<file path="src/rtl/pulse_gen_pkg.sv">
// Shared definitions for the pulse_gen_multi push-button event generator:
// edge-mode encodings and a counter-width helper.
package pulse_gen_pkg;

  localparam int MODE_RISE = 0;
  localparam int MODE_FALL = 1;
  localparam int MODE_BOTH = 2;

  // Bits needed to hold values 0..max_val, never less than one bit.
  function automatic int cnt_width(input int max_val);
    return (max_val < 1) ? 1 : $clog2(max_val + 1);
  endfunction

endpackage

</file>
<file path="src/rtl/pulse_gen_ch.sv">
// One button channel: arming, edge strobes, hold counter, long-press and auto-repeat.
// Optional counter debounce filter ahead of the edge logic when PULSE_GEN_DEBOUNCE_EN is defined.
module pulse_gen_ch
  import pulse_gen_pkg::*;
#(
  parameter int MODE          = MODE_RISE,
  parameter int HOLD_CYCLES   = 1000,
  parameter int REPEAT_CYCLES = 200,
  parameter int DB_CYCLES     = 16
) (
  input  logic clock,
  input  logic reset,
  input  logic btn_in,
  output logic pulse_out,
  output logic long_press,
  output logic held
);

  localparam int              HW        = cnt_width(HOLD_CYCLES);
  localparam logic [HW-1:0]   HOLD_MAX  = HW'(HOLD_CYCLES);
  localparam logic [HW-1:0]   HOLD_LAST = HW'(HOLD_CYCLES - 1);

  if (HOLD_CYCLES < 2 || DB_CYCLES < 1 || REPEAT_CYCLES < 0) begin : g_param_check
    $error("pulse_gen_ch: HOLD_CYCLES must be >= 2, DB_CYCLES >= 1, REPEAT_CYCLES >= 0");
  end

  logic btn;

`ifdef PULSE_GEN_DEBOUNCE_EN
  localparam int DW = cnt_width(DB_CYCLES);

  logic          filt_q, filt_d;
  logic [DW-1:0] db_cnt_q, db_cnt_d;

  // Filtered level flips only after DB_CYCLES consecutive disagreeing samples.
  always_comb begin
    // NOTE: every always_comb output gets a default first so no latch can be inferred.
    filt_d   = filt_q;
    db_cnt_d = '0;
    if (btn_in != filt_q) begin
      if (db_cnt_q == DW'(DB_CYCLES - 1)) filt_d = btn_in;
      else                                db_cnt_d = db_cnt_q + 1'b1;
    end
  end

  always_ff @(posedge clock) begin
    if (reset) begin
      filt_q   <= btn_in;
      db_cnt_q <= '0;
    end else begin
      filt_q   <= filt_d;
      db_cnt_q <= db_cnt_d;
    end
  end

  assign btn = filt_q;
`else
  assign btn = btn_in;
`endif

  logic          prev_q, prev_d;
  logic          armed_q, armed_d;
  logic [HW-1:0] hold_cnt_q, hold_cnt_d;
  logic          pulse_q, pulse_d;
  logic          long_press_q, long_press_d;
  logic          held_q, held_d;
  logic          active, rise, fall, edge_hit, rep_run, rep_wrap;

  always_comb begin
    active   = armed_q & btn;
    rise     = armed_q & btn & ~prev_q;
    fall     = armed_q & ~btn & prev_q;
    edge_hit = (MODE == MODE_RISE) ? rise :
               (MODE == MODE_FALL) ? fall : (rise | fall);

    prev_d  = btn;
    armed_d = armed_q | ~btn;

    hold_cnt_d = '0;
    if (active) hold_cnt_d = (hold_cnt_q == HOLD_MAX) ? hold_cnt_q : hold_cnt_q + 1'b1;

    // Repeat runs only once the hold counter has saturated, i.e. after long_press.
    rep_run      = active & (hold_cnt_q == HOLD_MAX);
    long_press_d = active & (hold_cnt_q == HOLD_LAST);
    held_d       = active;
    pulse_d      = edge_hit | rep_wrap;
  end

  if (REPEAT_CYCLES > 0) begin : g_repeat
    localparam int            RW       = cnt_width(REPEAT_CYCLES);
    localparam logic [RW-1:0] REP_LAST = RW'(REPEAT_CYCLES - 1);

    logic [RW-1:0] rep_cnt_q, rep_cnt_d;

    always_comb begin
      rep_cnt_d = '0;
      if (rep_run && rep_cnt_q != REP_LAST) rep_cnt_d = rep_cnt_q + 1'b1;
      rep_wrap  = rep_run & (rep_cnt_q == REP_LAST);
    end

    always_ff @(posedge clock) begin
      if (reset) rep_cnt_q <= '0;
      else       rep_cnt_q <= rep_cnt_d;
    end
  end else begin : g_no_repeat
    assign rep_wrap = 1'b0;
  end

  // A button pressed through reset starts disarmed and stays silent until released.
  always_ff @(posedge clock) begin
    // NOTE: sequential state uses non-blocking assignments so all flops update together.
    if (reset) begin
      prev_q       <= btn_in;
      armed_q      <= ~btn_in;
      hold_cnt_q   <= '0;
      pulse_q      <= 1'b0;
      long_press_q <= 1'b0;
      held_q       <= 1'b0;
    end else begin
      prev_q       <= prev_d;
      armed_q      <= armed_d;
      hold_cnt_q   <= hold_cnt_d;
      pulse_q      <= pulse_d;
      long_press_q <= long_press_d;
      held_q       <= held_d;
    end
  end

  assign pulse_out  = pulse_q;
  assign long_press = long_press_q;
  assign held       = held_q;

endmodule

</file>
<file path="src/rtl/pulse_gen_multi.sv">
// N_CH independent push-button event generators (edge strobe, long-press, auto-repeat).
// Define PULSE_GEN_DEBOUNCE_EN to add a per-channel debounce filter.
module pulse_gen_multi
  import pulse_gen_pkg::*;
#(
  parameter int N_CH          = 4,
  parameter int MODE          = MODE_RISE,
  parameter int HOLD_CYCLES   = 1000,
  parameter int REPEAT_CYCLES = 200,
  parameter int DB_CYCLES     = 16
) (
  input  logic            clock,
  input  logic            reset,
  input  logic [N_CH-1:0] btn_in,
  output logic [N_CH-1:0] pulse_out,
  output logic [N_CH-1:0] long_press,
  output logic [N_CH-1:0] held
);

  for (genvar i = 0; i < N_CH; i++) begin : g_ch
    pulse_gen_ch #(
      .MODE          (MODE),
      .HOLD_CYCLES   (HOLD_CYCLES),
      .REPEAT_CYCLES (REPEAT_CYCLES),
      .DB_CYCLES     (DB_CYCLES)
    ) u_ch (
      .clock      (clock),
      .reset      (reset),
      .btn_in     (btn_in[i]),
      .pulse_out  (pulse_out[i]),
      .long_press (long_press[i]),
      .held       (held[i])
    );
  end

endmodule

</file>
<file path="config.mk">
export PLATFORM = sky130hd
export DESIGN_NAME = pulse_gen_multi
export DESIGN_NICKNAME = d
export VERILOG_FILES = /design/src/rtl/pulse_gen_pkg.sv /design/src/rtl/pulse_gen_ch.sv /design/src/rtl/pulse_gen_multi.sv
export SDC_FILE = /design/constraint.sdc
export NUM_CORES = 1
export LEC_CHECK = 0
export BUFFER_PORTS_ARGS = -buffer_cell sky130_fd_sc_hd__buf_2
export CORE_AREA = 3 3 90 92
export CTS_CLUSTER_SIZE = 10
export DETAILED_ROUTE_END_ITERATION = 8
export DIE_AREA = 0 0 93 95
export GPL_TIMING_DRIVEN = 0
export PLACE_DENSITY = 0.82
export SLEW_MARGIN = 10
export SYNTH_ARGS = -nofsm -noshare
export SYNTH_HDL_FRONTEND = slang
export SYNTH_SLANG_ARGS = --single-unit
</file>
<file path="constraint.sdc">
create_clock -name clock -period 2.58 [get_ports clock]
set_clock_uncertainty 0.1 [all_clocks]
set_input_delay 0.387 -clock clock [delete_from_list [all_inputs] [get_ports clock]]
set_output_delay 0.387 -clock clock [all_outputs]
set_load 0.02 [all_outputs]
</file>
==> results.sh <==
export IMPL_status="finished, final reports clean"
export IMPL_synth_edf_count=0
export IMPL_htree_levels=3
export IMPL_yosysMostFrequentCell="dfxtp_1"
export IMPL_cp_cell_sequence="ha_1 -> nand2_1 -> nor4bb_1 -> clkbuf_1 -> nor3_2"
export IMPL_pwr_share_seq_pct=54.3
export IMPL_clock_power_share_pct=43.1
export IMPL_grt_antenna_before_repair=0
export IMPL_fp_dieW_um=93
export IMPL_first_pass_iters=4
export IMPL_vias=3184
export IMPL_ir_worst_vdd_mv=0.422
export IMPL_yosysWarnings=0
export IMPL_cts_tree="done"
export IMPL_p_per_area_nw_per_um2=597
export IMPL_synth_cell_types=45
export IMPL_path_class="reg2reg"
export IMPL_cp_max_fo=7
export IMPL_yosys_top_cells_count="dfxtp_1, nand3_1, nand2_1"
export IMPL_grt_pass1_wl_um=12600
export IMPL_p_switching_mw=0.553
export IMPL_rsz0062_at_grt="no"
export IMPL_placed_cell_area_um2=4220
export IMPL_critical_path_max_stage_delay_ns=0.43
export IMPL_synth_area_leaders="dfxtp_1, nand3_1, or3_1"
export IMPL_power_leakage_nw=1.55
export IMPL_cp_required_ns=2.70
export IMPL_ys_flop_type="dfxtp_1"
export IMPL_comb_power_share_pct=2.5
export IMPL_drv_slew=0
export IMPL_cts_resized=0
export IMPL_area_delta_synth_final_pct=11.3
export IMPL_syn_area_um2=4010
export IMPL_die_h_um=95
export IMPL_ys_ff_latch=92
export IMPL_cts_hold_buf=0
export IMPL_seq_area_frac_synth_pct=45.9
export IMPL_maxCapViolCount=0
export IMPL_nets=483
export IMPL_wl_per_cell_um=12.5
export IMPL_async_flop_share_pct=0
export IMPL_hp_class="in2reg"
export IMPL_final_antenna_net_count=0
export IMPL_place_congestion=0.808
export IMPL_cp_end_kind="flop"
export IMPL_grtUsageTotal_pct=17.5
export IMPL_syn_area_per_cell_um2=9.18
export IMPL_yosysTopAreaCell="dfxtp_1"
export IMPL_insertion_delay_ns=0.36
export IMPL_route_detailed_drc=0
export IMPL_clkTransAtPathRegs_ns=0.10
export IMPL_grt_ovfl_total=0
export IMPL_post_cts_setup_buffers=0
export IMPL_drive_gt1_share_pct=12.1
export IMPL_initial_utilization_pct=55.0
export IMPL_max_clock_freq_mhz=571
export IMPL_first_iter_violations=118
export IMPL_setup_tns_ns=0
export IMPL_drt_wl_total_um=7120
export IMPL_vias_per_cell=5.60
export IMPL_root_buffer="clkbuf_8"
export IMPL_worstPathArrival_ns=1.87
export IMPL_synth_top_cell_area_share_pct=45.9
export IMPL_portBuffers=17
export IMPL_rows=31
export IMPL_cts_sinks=92
export IMPL_die_area_um2=8840
export IMPL_register_area_um2=1840
export IMPL_slew_headroom_pct=63.8
export IMPL_fill_cells=638
export IMPL_fin_area_um2=4460
export IMPL_final_setup_viol_count=0
export IMPL_min_period_over_period_pct=67.9
export IMPL_core_area_um2=7290
export IMPL_syn_num_nets=455
export IMPL_switching_share_pct=20.8
export IMPL_cts_buffers=9
export IMPL_grt_pass1_vias=2953
export IMPL_dp_hpwl_um=4980
export IMPL_clk_path_buf_depth=2
export IMPL_crit_slowest_cell="clkbuf_1"
export IMPL_intPower_mw=2.11
export IMPL_synthCells=437
export IMPL_critPathLaunchType="flop"
export IMPL_ios=18
export IMPL_final_hold_viol_count=0
export IMPL_grt_max_degree=17
export IMPL_multiInputGateArea_um2=1950
export IMPL_n_antenna_cell=0
export IMPL_worst_slew_pin_slew_ns=0.539
export IMPL_post_route_min_period_ns=1.75
per-layer routing:
layer | wire (µm) | track usage (%) | up-vias
met1 | 3410 | 21.5 | 1489
li1 | - | - | 1647
met5 | 0 | 0 | -
met3 | 183 | 3.11 | 13
met2 | 3370 | 29.3 | 35
met4 | 153 | 9.52 | 0
metrics by stage:
stage	worst slack (ns)	util (%)	total power [mW]	instances	hold slack (ns)
after global placement	0.801	57.9	1.55	553	0.316
final	0.829	61.2	2.66	569	0.0451
after global routing	0.682	61.2	2.76	569	0.0251
after floorplan	0.944	-	1.52	437	0.308
after detailed placement	0.774	57.9	1.55	553	0.323
after CTS	0.817	61.2	2.70	569	0.0306
cell type report:
type                    instances  share of cell area (%)
flip-flops and latches         92                    41.3
multi-input cells             301                    43.7
plain buffers                  20                    2.89
clock buffers                   9                    2.77
inverters                      24                    2.02
clock inverters                 7                    2.69
repair buffers                 17                    1.91
well taps                      99                    2.77
layout by cell type (no fill, tap or decap), types with 7 or more instances in the layout:
cell / instances
or3_1: 25
nor3b_1: 7
or4_1: 12
nor3_1: 20
clkbuf_8: 9
nor2_1: 7
a211oi_1: 9
xor2_1: 14
nand4_1: 10
o21ai_0: 22
buf_2: 17
inv_1: 22
nand2_1: 34
dfxtp_1: 92
ha_1: 12
o31ai_1: 14
buf_4: 12
a21oi_1: 17
nand3_1: 35
worst paths after layout:
| kind | from | to | slack, ns | cells past startpoint |
|---|---|---|---|---|
| setup reg to reg | g_ch[0].u_ch.g_repeat.rep_cnt_q[0]$_SDFF_PP0_ | g_ch[0].u_ch.g_repeat.rep_cnt_q[4]$_SDFF_PP0_ | 0.83 | 5 |
| hold reg to reg | g_ch[1].u_ch.prev_q$_DFF_P_ | g_ch[1].u_ch.pulse_out$_SDFF_PP0_ | 0.32 | 1 |
| setup / recovery | g_ch[0].u_ch.g_repeat.rep_cnt_q[0]$_SDFF_PP0_ | g_ch[0].u_ch.g_repeat.rep_cnt_q[4]$_SDFF_PP0_ | 0.83 | 5 |
| hold / removal | btn_in[2] | g_ch[2].u_ch.prev_q$_DFF_P_ | 0.05 | 1 |
state kept, by name, summed over array words and instances, names as in the netlist:
name,cells
g_ch.u_ch.held,4
g_ch.u_ch.g_repeat.rep_cnt_q,32
g_ch.u_ch.prev_q,4
g_ch.u_ch.hold_cnt_q,40
g_ch.u_ch.pulse_out,4
g_ch.u_ch.long_press,4
g_ch.u_ch.armed_q,4
power groups by stage:
stage	combinational [mW]	clock (mW)	sequential, mW
5_1_grt	0.0773	1.23	1.45
6_report	0.0679	1.15	1.45
4_1_cts	0.0686	1.18	1.45
3_3_place_gp	0.0665	0	1.48
3_5_place_dp	0.0684	0	1.48
2_1_floorplan	0.0465	0	1.48
critical path: cells and delay by family, from the launching register on:
kind | cells | cell delay (ns)
simple gates | 3 | 0.48
flops | 1 | 0.37
fa+ha+maj | 1 | 0.23
buf+inv | 1 | 0.43
cell families (layout without fill, tap and decap cells):
group,after synthesis,in the layout,share of synthesized area (%)
buf+inv,44,77,5.46
fa+ha+maj,12,12,3.74
simple gates,179,179,25.6
flops,92,92,45.9
compound gates,84,84,13.4
xor+xnor,20,20,4.37
mux,6,6,1.50
Power figures use the tool's default switching activity.
